<file path="config.mk">
export PLATFORM = sky130hd
export DESIGN_NAME = posix_time_to_hms
export DESIGN_NICKNAME = d
export VERILOG_FILES = /design/src/rtl/posix_time_pkg.sv /design/src/rtl/seq_udiv.sv /design/src/rtl/posix_time_to_hms.sv
export SDC_FILE = /design/constraint.sdc
export NUM_CORES = 1
export LEC_CHECK = 0
export BUFFER_PORTS_ARGS = -buffer_cell sky130_fd_sc_hd__buf_4
export CAP_MARGIN = 10
export CELL_PAD_IN_SITES_DETAIL_PLACEMENT = 1
export CELL_PAD_IN_SITES_GLOBAL_PLACEMENT = 1
export CORE_MARGIN = 2
export CORE_UTILIZATION = 43
export CTS_CLUSTER_SIZE = 25
export DETAILED_ROUTE_END_ITERATION = 8
export PLACE_DENSITY = 0.81
export SYNTH_ARGS = -nofsm -noshare
export SYNTH_HDL_FRONTEND = slang
export SYNTH_SLANG_ARGS = --single-unit
</file>
<file path="constraint.sdc">
create_clock -name clk_i -period 7 [get_ports clk_i]
set_input_delay 0.7 -clock clk_i [delete_from_list [all_inputs] [get_ports clk_i]]
set_output_delay 0.7 -clock clk_i [all_outputs]
set_load 0.02 [all_outputs]
</file>
<file path="src/rtl/posix_time_pkg.sv">
// Shared constants and types for the POSIX-time to hours/minutes/seconds converter.
package posix_time_pkg;

   localparam int unsigned SEC_IN_MIN   = 60;
   localparam int unsigned SEC_IN_HOUR  = 3600;
   localparam int unsigned SEC_IN_DAY   = 86400;
   localparam int unsigned DAYS_IN_WEEK = 7;
   localparam int unsigned EPOCH_DOW    = 4;   // 1970-01-01 was a Thursday

   typedef enum logic [2:0] {
      IDLE,
      P_DAY,
      P_HOUR,
      P_MIN,
      P_DOW,
      DONE
   } conv_state_t;

   typedef struct packed {
      logic [4:0] hour;
      logic [5:0] min;
      logic [5:0] sec;
   } hms_t;

endpackage

</file>
<file path="src/rtl/seq_udiv.sv">
// Multi-cycle restoring unsigned divider: one load cycle, then W shift/subtract iterations.
// quotient/remainder are valid in the cycle done is high (they show that iteration's result).
module seq_udiv #(
   parameter int W = 32
) (
   input  logic         clk_i,
   input  logic         rst_i,
   input  logic         start,
   input  logic [W-1:0] dividend,
   input  logic [W-1:0] divisor,
   output logic [W-1:0] quotient,
   output logic [W-1:0] remainder,
   output logic         done
);

   localparam int CW = $clog2(W) + 1;

   logic [W-1:0]  quo_q;
   logic [W-1:0]  rem_q;
   logic [W-1:0]  dvs_q;
   logic [CW-1:0] cnt_q;
   logic          run_q;

   logic [W:0]    trial;
   logic [W:0]    diff;
   logic          q_bit;
   logic [W-1:0]  rem_nx;
   logic [W-1:0]  quo_nx;

   // Partial remainder stays below the divisor, so W+1 bits hold the trial and its sign.
   always_comb begin
      trial  = {rem_q, quo_q[W-1]};
      diff   = trial - {1'b0, dvs_q};
      q_bit  = ~diff[W];
      rem_nx = q_bit ? diff[W-1:0] : trial[W-1:0];
      quo_nx = {quo_q[W-2:0], q_bit};
   end

   assign quotient  = quo_nx;
   assign remainder = rem_nx;
   assign done      = run_q && (cnt_q == CW'(W - 1));

   // NOTE: state registers use non-blocking assignment so every flop samples pre-edge values.
   always_ff @(posedge clk_i or posedge rst_i) begin
      if (rst_i) begin
         quo_q <= '0;
         rem_q <= '0;
         dvs_q <= '0;
         cnt_q <= '0;
         run_q <= 1'b0;
      end else if (start) begin
         quo_q <= dividend;
         rem_q <= '0;
         dvs_q <= divisor;
         cnt_q <= '0;
         run_q <= 1'b1;
      end else if (run_q) begin
         quo_q <= quo_nx;
         rem_q <= rem_nx;
         cnt_q <= cnt_q + 1'b1;
         if (done) run_q <= 1'b0;
      end
   end

endmodule

</file>
<file path="src/rtl/posix_time_to_hms.sv">
// Converts local POSIX seconds to h:m:s, day-of-week and days-since-epoch using four
// sequential passes through one shared divider; fixed latency of 4*(TIME_W+1)+1 cycles.
module posix_time_to_hms
   import posix_time_pkg::*;
#(
   parameter int TIME_W = 32
) (
   input  logic              clk_i,
   input  logic              rst_i,
   input  logic [TIME_W-1:0] posix_time_i,
   input  logic              start_i,
   output logic              busy_o,
   output logic              valid_o,
   output logic [4:0]        hour_o,
   output logic [5:0]        min_o,
   output logic [5:0]        sec_o,
   output logic [2:0]        dow_o,
   output logic [15:0]       days_o
);

   conv_state_t       state_q;
   logic              first_q;
   logic [TIME_W-1:0] t_q;

   logic [15:0]       days_s;
   logic [16:0]       sod_s;
   logic [11:0]       remh_s;
   logic [4:0]        hour_s;
   logic [5:0]        min_s;
   logic [5:0]        sec_s;

   hms_t              hms_q;
   logic [2:0]        dow_q;
   logic [15:0]       days_q;

   logic [TIME_W-1:0] div_dividend;
   logic [TIME_W-1:0] div_divisor;
   logic [TIME_W-1:0] div_quotient;
   logic [TIME_W-1:0] div_remainder;
   logic              div_done;
   logic              div_start;

   // The first cycle of each pass loads the divider with that pass's operands.
   assign div_start = first_q;

   always_comb begin
      div_dividend = '0;
      div_divisor  = TIME_W'(1);
      unique case (state_q)
         P_DAY: begin
            div_dividend = t_q;
            div_divisor  = TIME_W'(SEC_IN_DAY);
         end
         P_HOUR: begin
            div_dividend = TIME_W'(sod_s);
            div_divisor  = TIME_W'(SEC_IN_HOUR);
         end
         P_MIN: begin
            div_dividend = TIME_W'(remh_s);
            div_divisor  = TIME_W'(SEC_IN_MIN);
         end
         P_DOW: begin
            div_dividend = TIME_W'(days_s) + TIME_W'(EPOCH_DOW);
            div_divisor  = TIME_W'(DAYS_IN_WEEK);
         end
         default: ;
      endcase
   end

   seq_udiv #(
      .W(TIME_W)
   ) u_div (
      .clk_i     (clk_i),
      .rst_i     (rst_i),
      .start     (div_start),
      .dividend  (div_dividend),
      .divisor   (div_divisor),
      .quotient  (div_quotient),
      .remainder (div_remainder),
      .done      (div_done)
   );

   always_ff @(posedge clk_i or posedge rst_i) begin
      if (rst_i) begin
         state_q <= IDLE;
         first_q <= 1'b0;
         t_q     <= '0;
         days_s  <= '0;
         sod_s   <= '0;
         remh_s  <= '0;
         hour_s  <= '0;
         min_s   <= '0;
         sec_s   <= '0;
         hms_q   <= '0;
         dow_q   <= 3'(EPOCH_DOW);
         days_q  <= '0;
         busy_o  <= 1'b0;
         valid_o <= 1'b0;
      end else begin
         valid_o <= 1'b0;
         first_q <= 1'b0;
         unique case (state_q)
            IDLE: begin
               if (start_i) begin
                  t_q     <= posix_time_i;
                  first_q <= 1'b1;
                  busy_o  <= 1'b1;
                  state_q <= P_DAY;
               end
            end
            P_DAY: begin
               if (div_done) begin
                  days_s  <= div_quotient[15:0];
                  sod_s   <= div_remainder[16:0];
                  first_q <= 1'b1;
                  state_q <= P_HOUR;
               end
            end
            P_HOUR: begin
               if (div_done) begin
                  hour_s  <= div_quotient[4:0];
                  remh_s  <= div_remainder[11:0];
                  first_q <= 1'b1;
                  state_q <= P_MIN;
               end
            end
            P_MIN: begin
               if (div_done) begin
                  min_s   <= div_quotient[5:0];
                  sec_s   <= div_remainder[5:0];
                  first_q <= 1'b1;
                  state_q <= P_DOW;
               end
            end
            P_DOW: begin
               // All visible outputs change together so a reader never sees a mixed result.
               if (div_done) begin
                  hms_q   <= '{hour: hour_s, min: min_s, sec: sec_s};
                  dow_q   <= div_remainder[2:0];
                  days_q  <= days_s;
                  valid_o <= 1'b1;
                  busy_o  <= 1'b0;
                  state_q <= DONE;
               end
            end
            DONE: state_q <= IDLE;
            default: state_q <= IDLE;
         endcase
      end
   end

   assign hour_o = hms_q.hour;
   assign min_o  = hms_q.min;
   assign sec_o  = hms_q.sec;
   assign dow_o  = dow_q;
   assign days_o = days_q;

endmodule

</file>
==> impl_metrics.env, run 1 <==
export IMPL_start_util_pct=43.45
export IMPL_mostFrequentLayoutCells="211 x dfrtp_1, 185 x nand2_1, 91 x nor2_1"
export IMPL_crit_type="reg -> reg"
export IMPL_area_growth_pct=16.21
export IMPL_fmax_mhz=240.4
export IMPL_clock_latency_ns=0.52
export IMPL_synth_edf_count=0
export IMPL_critPathLaunchType="register"
export IMPL_port_buffers=72
export IMPL_n_antenna_cell=0
export IMPL_post_route_period_util_pct=59.44
export IMPL_p_total_mw=5.516
export IMPL_rsz0062_at_grt="false"
export IMPL_cap_violations=0
export IMPL_slew_headroom_pct=30.90
export IMPL_antenna_found_initial=0
export IMPL_cts_made_buffers=24
export IMPL_globalRouteOverflowTotal=0
export IMPL_max_slew_worst_pin_slew_ns=1.029
export IMPL_wl_met2_um=14370
export IMPL_wl_met1_um=12940
export IMPL_syn_area_um2=10510
export IMPL_hold_path_class="in -> async"
export IMPL_synth_avg_cell_area_um2=9.727
export IMPL_cts_clk_slew_worst_paths_ns=0.06
export IMPL_dieWidth_um=160.3
export IMPL_ant_nets=0
export IMPL_slew_viol_final=0
export IMPL_rows=57
export IMPL_syn_nets=1132
export IMPL_wl_per_cell_um=20.21
export IMPL_fp_dieH_um=160.3
export IMPL_power_density_nw_per_um2=451.9
export IMPL_syn_inst=1080
export IMPL_cts_resized=0
export IMPL_dp_cells=1421
export IMPL_cp_arrival_ns=4.51
export IMPL_crit_required_ns=7.35
export IMPL_finalSetupViolations=0
export IMPL_routed_top_layer="met4"
export IMPL_fin_skew_ns=0.01671
export IMPL_cp_end_kind="register"
export IMPL_hpwl_um=19380
export IMPL_finalCriticalPeriod_ns=4.161
export IMPL_yosys_register_bits=214
export IMPL_drc=0
export IMPL_dr_first_iter_drc_count=549
export IMPL_grt_util_all_layers_pct=23.13
export IMPL_dr_total_vias=8378
export IMPL_cts_buffer_depth=3
export IMPL_cts_tree="done"
export IMPL_ys_seq_area_share_pct=50.99
export IMPL_root_buffer="clkbuf_16"
export IMPL_hold_viol=0
export IMPL_dr_wl_met3_um=1095
export IMPL_tns_ns=0
export IMPL_grt_start_max_net_pins=141
export IMPL_nets=1175
export IMPL_layout_commonest_cell="dfrtp_1"
export IMPL_grt_pass1_vias=8803
export IMPL_ios=73
export IMPL_synth_distinct_cells=67
export IMPL_yosysWarningCount=0
export IMPL_post_route_cell_area_um2=12210
export IMPL_cp_max_fo=28
export IMPL_post_cts_buffers=0
export IMPL_dieArea_um2=25700
export IMPL_place_area_um2=11300
export IMPL_wl_um=29600
export IMPL_hold_buffers=0
export IMPL_ir_drop_uv=203.7
export IMPL_async_reset_ff_share_pct=100.0
export IMPL_viasPerCell=5.719
export IMPL_htree_levels=1
export IMPL_coreArea_um2=24180
export IMPL_clock_sinks=214
export IMPL_grt_pass1_wl_um=48030
export IMPL_final_cells=1465
export IMPL_drive_above_1_share_pct=17.62
export IMPL_dr_pass1_iters=8
export IMPL_synth_top_flop_cell="dfrtp_1"
export IMPL_gp_congestion=0.8858
export IMPL_leakage_nw=5.517
export IMPL_status="completed"
-- power by group --
part / total (mW) / leakage [nW] / switching [mW] / internal (mW)
registers: 2.00 / 2.72 / 0.378 / 1.62
logic: 2.08 / 2.37 / 1.25 / 0.832
clock network: 1.44 / 0.434 / 0.529 / 0.913
-- worst paths after layout --
path | start | to | slack [ns] | cells after the start
setup / recovery | u_div.dvs_q[14] | dow_o[0] | 2.84 | 9
min in group clk_i | posix_time_i[29] | t_q[29] | 0.41 | 2
hold / removal | rst_i | busy_o | 0.33 | 2
setup reg to reg | u_div.dvs_q[14] | dow_o[0] | 2.84 | 9
max in group asynchronous | rst_i | u_div.rem_q[24] | 5.12 | 3
hold reg to reg | sec_s[5] | sec_o[5] | 0.46 | 2
-- synth_stat cells (all sizes together), types with 7 or more instances --
| master | number | area, µm² |
|---|---|---|
| inv | 28 | 105.1 |
| nand3 | 19 | 95.09 |
| o211ai | 7 | 52.55 |
| xnor2 | 12 | 105.1 |
| nor2b | 11 | 68.82 |
| mux2 | 64 | 720.7 |
| ha | 16 | 200.2 |
| a311oi | 12 | 105.1 |
| a211oi | 20 | 150.1 |
| nor2 | 91 | 341.6 |
| buf | 14 | 65.06 |
| o22ai | 16 | 100.1 |
| a21oi | 41 | 205.2 |
| nand2 | 185 | 694.4 |
| clkbuf | 54 | 202.7 |
| o31ai | 9 | 72.57 |
| mux2i | 29 | 290.3 |
| xor2 | 15 | 131.4 |
| dfrtp | 213 | 5330 |
| nor3 | 18 | 90.09 |
| or4 | 7 | 52.55 |
| o21ai | 88 | 440.4 |
| a22oi | 17 | 127.6 |
-- routing by layer --
layer	track usage, %	vias up
li1	-	3900
met1	30.33	4216
met2	38.98	203
met3	3.125	59
met4	9.419	0
met5	0	-
-- critical path: stages (launching register included) --
cell and delay [ns]:
dfrtp_1 0.34, inv_1 0.13, ha_1 0.48, or3b_2 0.50, nor3_1 0.28, o211ai_1 0.19, nand3_1 0.26, nand2_1 0.63
o21ai_0 0.97, o21ai_0 0.20
-- state kept, by name, summed over array words and instances, names as in the netlist, 7 cells and up --
name         flops
remh_s          12
days_o          16
u_div.quo_q     32
u_div.rem_q     32
t_q             32
sod_s           17
days_s          16
u_div.dvs_q      7
-- final cells by class --
class / count / area (µm²)
Clock buffer: 31 / 646.9
Clock inverter: 13 / 256.5
Fill cell: 2673 / 11970
Inverter: 29 / 116.4
Multi-Input combinational cell: 769 / 4783
Sequential cell: 214 / 5361
Tap cell: 324 / 405.4
Timing Repair Buffer: 85 / 638.1
-- metrics by stage --
step | util (%) | worst slack, ns | hold WS [ns]
after global placement | 46.76 | 2.990 | 0.4457
after global routing | 50.49 | 2.422 | 0.3917
after detailed placement | 46.76 | 2.826 | 0.4551
after floorplan | - | 0.4507 | 0.4331
final | 50.49 | 2.839 | 0.3299
after CTS | 50.49 | 2.836 | 0.3914
-- kinds of logic after synthesis --
family	synth area share [%]
AOI/OAI and AO/OA	15.36
xor gates and xnor gates	2.251
adders and majority gates	2.096
buffers and inverters	3.585
DFF	50.99
muxes	9.624
and+or+nand+nor	16.09
(Power assumes the default switching activity.)
==> inputs of run 2 (changes only) <==
--- a/config.mk
+++ b/config.mk
@@ -5,12 +5,13 @@
 export SDC_FILE = /design/constraint.sdc
 export NUM_CORES = 1
 export LEC_CHECK = 0
+export ABC_AREA = 1
 export BUFFER_PORTS_ARGS = -buffer_cell sky130_fd_sc_hd__buf_4
 export CAP_MARGIN = 10
 export CELL_PAD_IN_SITES_DETAIL_PLACEMENT = 1
 export CELL_PAD_IN_SITES_GLOBAL_PLACEMENT = 1
 export CORE_MARGIN = 2
-export CORE_UTILIZATION = 43
+export CORE_UTILIZATION = 41
 export CTS_CLUSTER_SIZE = 25
 export DETAILED_ROUTE_END_ITERATION = 8
 export PLACE_DENSITY = 0.81
==> constraint.sdc (replaced) <==
create_clock -name clk_i -period 3.6 [get_ports clk_i]
set_input_delay 0.36 -clock clk_i [delete_from_list [all_inputs] [get_ports clk_i]]
set_output_delay 0.36 -clock clk_i [all_outputs]
set_load 0.02 [all_outputs]
==> run 2 against run 1 <==
  * The flow now finishes with violations (DRC)
  * Maximum frequency grew 45%
  * Clock power grew 68%
  * Synthesized area rose by 4.1%
  * Combinational power grew 120%
  * Utilization fell by 2.0 points
  * Power up 93%
  * Global-route usage decreased by 0.26 points
  * Die area is 8.9% higher
  * Non-clock buffer count increased by 9
  * Critical endpoint is now remh_s[1]
==> impl_metrics.env, run 2 <==
export IMPL_status="finished with violations"
export IMPL_violations="DRC"
export IMPL_hold_path_class="in -> reg"
export IMPL_clock_sinks=214
export IMPL_fp_dieH_um=167.3
export IMPL_post_cts_buffers=0
export IMPL_hpwl_um=22200
export IMPL_hold_buffers=1
export IMPL_synth_avg_cell_area_um2=7.798
export IMPL_max_slew_worst_pin_slew_ns=0.9364
export IMPL_worst_r2r_path_depth=17
export IMPL_ys_seq_area_share_pct=48.99
export IMPL_regToRegEndpoint="remh_s[1]"
export IMPL_top_usage_layer="met2"
export IMPL_r2r_setup_slack_ns=0.74
export IMPL_area_growth_pct=15.89
export IMPL_finalCriticalPeriod_ns=2.864
export IMPL_synth_distinct_cells=45
export IMPL_cp_depth=17
export IMPL_dieWidth_um=167.3
export IMPL_slew_headroom_pct=37.50
export IMPL_globalRouteOverflowTotal=0
export IMPL_ir_drop_uv=545.2
export IMPL_synth_edf_count=0
export IMPL_fin_ws_ns=0.7359
export IMPL_fmax_mhz=349.2
export IMPL_synth_top_family_by_area="simple AND/OR/NAND/NOR gates"
export IMPL_gp_congestion=0.8749
export IMPL_critical_path_most_common_cell="nand2_1"
export IMPL_synthAdderAreaFrac_pct=2.014
export IMPL_slowest_delay_ns=0.41
export IMPL_synth_xor_area_share_pct=1.762
export IMPL_crit_required_ns=4.01
export IMPL_syn_nets=1454
export IMPL_synth_mux_area_fraction_pct=2.575
export IMPL_cts_buffer_depth=3
export IMPL_synth_area_top_cells="dfrtp_1 49%, nand2_1 17%, inv_1 5.6%, nand3_1 4.9%, o21ai_0 4.0%"
export IMPL_grt_start_max_net_pins=61
export IMPL_drive_above_1_share_pct=12.80
export IMPL_grt_use_met3_pct=2.907
export IMPL_finalSetupViolations=0
export IMPL_p_total_mw=10.67
export IMPL_fin_skew_ns=0.008593
export IMPL_synthSimpleGateAreaFrac_pct=27.59
export IMPL_dr_first_iter_drc_count=636
export IMPL_gr_usage_met2_pct=39.22
export IMPL_htree_levels=1
export IMPL_ant_nets=0
export IMPL_wl_um=31330
export IMPL_wl_per_cell_um=17.15
export IMPL_n_antenna_cell=0
export IMPL_dieArea_um2=27990
export IMPL_yosysMostFrequentCell="nand2_1"
export IMPL_yosys_area_top_type="dfrtp_1"
export IMPL_cp_end_kind="register"
export IMPL_pre_cts_ws_ns=0.7483
export IMPL_coreArea_um2=26130
export IMPL_async_reset_ff_share_pct=100.0
export IMPL_yosys_register_bits=214
export IMPL_cp_arrival_ns=3.28
export IMPL_reg_top3="t_q: 32 flops, u_div.quo_q: 32 flops, u_div.rem_q: 32 flops"
export IMPL_port_buffers=72
export IMPL_syn_area_um2=10930
export IMPL_synth_compound_area_share_pct=9.121
export IMPL_syn_inst=1402
export IMPL_post_route_period_util_pct=79.56
export IMPL_layout_commonest_cell="nand2_1"
export IMPL_drc=7
export IMPL_grt_pass1_vias=10293
export IMPL_cap_violations=0
export IMPL_cp_startpoint="u_div.quo_q[31]"
export IMPL_crit_type="reg -> reg"
export IMPL_grt_util_all_layers_pct=22.87
export IMPL_antenna_found_initial=0
export IMPL_endpoint="remh_s[1]"
export IMPL_reg2reg_from="u_div.quo_q[31]"
export IMPL_nets=1527
export IMPL_root_buffer="clkbuf_16"
export IMPL_path_cells="inv_1 > ha_1 > fa_1 > inv_1 > nand2_1 > nand2_1 > nand3_1 > nand2_2 > nand2_1 > nand2_1 > nand2_2 > nand2_2 > nand2_1 > nand2_4 > nand2_1 > nand3_1 > nand2_1"
export IMPL_dr_pass1_iters=7
export IMPL_yosysWarningCount=0
export IMPL_yosys_top_cells_count="503 x nand2_1, 213 x dfrtp_1, 163 x inv_1"
export IMPL_viasPerCell=5.239
export IMPL_tns_ns=0
export IMPL_crit_buf_inv=2
export IMPL_crit_path_top_delay_cell="fa_1"
export IMPL_cts_resized=0
export IMPL_ios=73
export IMPL_start_util_pct=41.84
export IMPL_crit_family="simple AND/OR/NAND/NOR gates"
export IMPL_synth_top_flop_cell="dfrtp_1"
export IMPL_clock_latency_ns=0.53
export IMPL_fillers=3235
export IMPL_rows=59
export IMPL_cts_made_buffers=25
export IMPL_fin_hold_ws_ns=0.05998
export IMPL_leakage_nw=6.364
export IMPL_cp_max_fo=32
export IMPL_power_density_nw_per_um2=842.5
export IMPL_synth_top_area_share_pct=48.75
export IMPL_cts_tree="done"
export IMPL_mostFrequentLayoutCells="503 x nand2_1, 213 x dfrtp_1, 162 x inv_1"
export IMPL_fin_util_pct=48.48
export IMPL_use_met1_pct=30.15
export IMPL_hold_viol=0
export IMPL_slew_viol_final=0
export IMPL_critPathLaunchType="register"
export IMPL_dr_total_vias=9571
export IMPL_cts_clk_slew_worst_paths_ns=0.06
export IMPL_grt_pass1_wl_um=52250
export IMPL_rsz0062_at_grt="false"
[run 2: power by group]
part           switching (mW)  internal (mW)  total, mW
Clock                   0.993           1.43       2.42
Sequential              0.518           3.07       3.59
Combinational            3.09           1.57       4.66
[run 2: final cells by class]
cell class / count / area (µm²) / area share [%]
tap: 335 / 419.2 / 3.308
clock buffer: 37 / 710.7 / 5.609
timing repair buffer: 94 / 745.7 / 5.886
inverter: 172 / 649.4 / 5.125
sequential: 214 / 5356 / 42.28
clock inverter: 7 / 67.56 / 0.5333
multi-input combinational: 968 / 4721 / 37.26
[run 2: logic make-up (layout without fill, tap and decap cells)]
family	Yosys count	count (layout)
flip-flops	214	214
XOR/XNOR	22	22
multiplexers	25	25
buffers and inverters	220	310
AO/OA/AOI/OAI	172	172
adder cells (fa/ha/maj)	17	17
AND/OR/NAND/NOR	732	732
[run 2: worst register-to-register path: cells and delay by family, from the launching register on]
family / cells / cell delay [ns]
fa+ha+maj: 2 / 0.63
buf+inv: 2 / 0.16
flops: 1 / 0.32
simple gates: 13 / 1.62
[run 2: how the worst min path moves through the flow]
stage	slack, ns	depth (start not counted)	from	endpoint
6_report	0.06	2	posix_time_i[17]	t_q[17]
4_1_cts	0.04	2	posix_time_i[17]	t_q[17]
3_5_place_dp	0.46	2	min_o[0]	min_o[0]
3_3_place_gp	0.45	1	u_div.cnt_q[4]	u_div.cnt_q[4]
2_1_floorplan	0.43	1	u_div.cnt_q[4]	u_div.cnt_q[4]
5_1_grt	0.05	2	posix_time_i[21]	t_q[21]
[run 2: metrics by stage]
step	instances	cell area, µm²
finish	1827	12670
floorplan	1402	10940
global placement	1782	11880
CTS	1827	12670
detailed placement	1782	11880
global route	1827	12670
[run 2: metal layers]
layer / up-vias / part of all wire [%]
met5: - / 0
met4: 0 / 3.1
met3: 57 / 4.0
met2: 176 / 48
met1: 4749 / 45
li1: 4589 / -
==> inputs of run 3 (changes only) <==
--- a/config.mk
+++ b/config.mk
@@ -11,10 +11,10 @@
 export CELL_PAD_IN_SITES_DETAIL_PLACEMENT = 1
 export CELL_PAD_IN_SITES_GLOBAL_PLACEMENT = 1
 export CORE_MARGIN = 2
-export CORE_UTILIZATION = 41
+export CORE_UTILIZATION = 45
 export CTS_CLUSTER_SIZE = 25
 export DETAILED_ROUTE_END_ITERATION = 8
-export PLACE_DENSITY = 0.81
+export PLACE_DENSITY = 0.84
 export SYNTH_ARGS = -nofsm -noshare
 export SYNTH_HDL_FRONTEND = slang
 export SYNTH_SLANG_ARGS = --single-unit
==> constraint.sdc (replaced) <==
create_clock -name clk_i -period 2.65 [get_ports clk_i]
set_input_delay 0.265 -clock clk_i [delete_from_list [all_inputs] [get_ports clk_i]]
set_output_delay 0.265 -clock clk_i [all_outputs]
set_load 0.02 [all_outputs]
==> run 3 against run 2 <==
  * Via count increased by 5.2%
  * The flow now finishes without violations
  * Global-route usage increased by 4.4 points
  * Design area increased by 4.4%
  * Clock skew increased by 0.0032 ns
  * Non-clock buffer count increased by 45
  * Utilization increased by 6.4 points
  * Setup slack got worse by 0.58 ns
  * Sequential power increased by 38%
  * Clock power increased by 38%
==> impl_metrics.env, run 3 (synthesis results as in run 2) <==
export IMPL_status="completed"
export IMPL_cts_buffer_depth=3
export IMPL_dr_first_iter_drc_count=560
export IMPL_fmax_mhz=400.5
export IMPL_n_antenna_cell=0
export IMPL_crit_path_top_delay_cell="dfrtp_1"
export IMPL_fin_util_pct=54.89
export IMPL_htree_levels=1
export IMPL_p_int_mw=8.587
export IMPL_antenna_found_initial=0
export IMPL_coreArea_um2=24110
export IMPL_pwr_share_comb_pct=45.9
export IMPL_nets=1574
export IMPL_cap_violations=0
export IMPL_p_clk_share_pct=21.9
export IMPL_post_route_period_util_pct=94.22
export IMPL_p_seq_share_pct=32.2
export IMPL_dr_pass1_iters=5
export IMPL_leakage_nw=6.599
export IMPL_ir_drop_uv=624.9
export IMPL_gp_congestion=0.9069
export IMPL_reg_top3="t_q: 32 flops, u_div.quo_q: 32 flops, u_div.rem_q: 32 flops"
export IMPL_wl_per_cell_um=18.76
export IMPL_mostFrequentLayoutCells="498 x nand2_1, 213 x dfrtp_1, 162 x inv_1"
export IMPL_slowest_delay_ns=0.39
export IMPL_hpwl_um=23280
export IMPL_ant_nets=0
export IMPL_fin_skew_ns=0.01184
export IMPL_dieWidth_um=159.9
export IMPL_crit_type="reg -> reg"
export IMPL_grt_util_all_layers_pct=27.26
export IMPL_fin_hold_ws_ns=0.006573
export IMPL_area_growth_pct=21.02
export IMPL_cp_end_kind="register"
export IMPL_r2r_setup_slack_ns=0.15
export IMPL_worst_r2r_path_depth=17
export IMPL_slew_headroom_pct=41.05
export IMPL_grt_start_max_net_pins=61
export IMPL_fillers=2997
export IMPL_drc=0
export IMPL_drive_above_1_share_pct=14.42
export IMPL_clock_sinks=214
export IMPL_fp_dieH_um=159.9
export IMPL_final_cells=1863
export IMPL_cp_arrival_ns=2.89
export IMPL_cp_max_fo=8
export IMPL_max_slew_worst_pin_slew_ns=0.8830
export IMPL_slew_viol_final=0
export IMPL_path_cells="ha_1 > fa_2 > inv_1 > nand2_1 > nand2_2 > nand3_1 > nand2_2 > nand2_1 > nand2_2 > nand2_4 > nand2_4 > nand2_4 > nand2_8 > buf_6 > nand2_2 > nand3_1 > nand2_1"
export IMPL_endpoint="u_div.rem_q[11]"
export IMPL_dp_cells=1784
export IMPL_start_util_pct=45.35
export IMPL_regToRegEndpoint="u_div.rem_q[11]"
export IMPL_rows=57
export IMPL_globalRouteOverflowTotal=0
export IMPL_critical_path_most_common_cell="nand2_2"
export IMPL_dr_total_vias=10068
export IMPL_critPathLaunchType="register"
export IMPL_hold_viol=0
export IMPL_clock_latency_ns=0.52
export IMPL_cts_tree="done"
export IMPL_grt_pass1_wl_um=56350
export IMPL_port_buffers=72
export IMPL_finalSetupViolations=0
export IMPL_cp_startpoint="u_div.dvs_q[0]"
export IMPL_cts_clk_slew_worst_paths_ns=0.06
export IMPL_wl_um=34950
export IMPL_p_sw_mw=6.730
export IMPL_viasPerCell=5.404
export IMPL_dieArea_um2=25560
export IMPL_hold_path_class="in -> reg"
export IMPL_power_density_nw_per_um2=1158
export IMPL_ios=73
export IMPL_layout_commonest_cell="nand2_1"
export IMPL_crit_required_ns=3.05
export IMPL_swShare_pct=43.94
export IMPL_grt_pass1_vias=10901
export IMPL_root_buffer="clkbuf_16"
export IMPL_reg2reg_from="u_div.dvs_q[0]"
export IMPL_finalCriticalPeriod_ns=2.497
export IMPL_cts_made_buffers=24
run 3: layout make-up:
| type | count | area [µm²] | area share [%] |
|---|---|---|---|
| Clock buffer | 38 | 734.5 | 5.551 |
| Clock inverter | 5 | 57.56 | 0.4350 |
| Inverter | 172 | 649.4 | 4.908 |
| Multi-Input combinational cell | 971 | 4847 | 36.63 |
| Sequential cell | 214 | 5356 | 40.48 |
| Tap cell | 324 | 405.4 | 3.064 |
| Timing Repair Buffer | 139 | 1181 | 8.927 |
run 3: how the worst min path moves through the flow:
stage,to,slack (ns),depth (start not counted),start
after global placement,u_div.rem_q[2],0.39,2,rst_i
after global routing,t_q[2],0.02,3,posix_time_i[2]
after floorplan,t_q[30],0.42,1,posix_time_i[30]
after CTS,t_q[10],0.0008,3,posix_time_i[10]
final,t_q[5],0.007,3,posix_time_i[5]
after detailed placement,sod_s[2],0.39,2,rst_i
run 3: repair_timing:
item                                    in CTS  in global routing
endpoints found under the setup margin      35                 73
endpoints found under the hold margin       44                  0
hold buffers                                27                  0
gates resized for setup                      3                 18
cloned                                       0                  3
pin swaps                                    1                  2
setup buffers                                6                  0
run 3: layer usage:
metal | track usage (%) | up-vias | part of all wire, %
met3 | 3.299 | 89 | 4.0
met5 | 0 | - | 0
met4 | 10.11 | 0 | 3.9
met1 | 33.66 | 5032 | 41
met2 | 49.06 | 249 | 51
li1 | - | 4698 | -
run 3: critical path: cells and delay by family, from the launching register on:
kind	cells	cell delay [ns]
simple gates	13	1.18
buf+inv	2	0.21
flops	1	0.39
fa+ha+maj	2	0.59
run 3: power by group through the flow:
stage               Clock [mW]  Combinational [mW]  Sequential, mW
floorplan                    0                4.83            4.66
global placement             0                6.23            4.90
detailed placement           0                6.50            4.93
CTS                       3.39                6.76            4.90
global route              3.52                7.89            5.03
finish                    3.35                7.02            4.94
run 3: per-stage QoR:
stage          setup slack [ns]  cell area [µm²]  power (mW)  TNS [ns]
2_1_floorplan           -0.3983            10940       9.483    -84.85
3_3_place_gp            0.08375            11990       11.12         0
3_5_place_dp           -0.04869            11990       11.44   -0.4213
4_1_cts                 0.01066            13120       15.06         0
5_1_grt                -0.02255            13230       16.45  -0.03055
6_report                 0.1531            13230       15.32         0
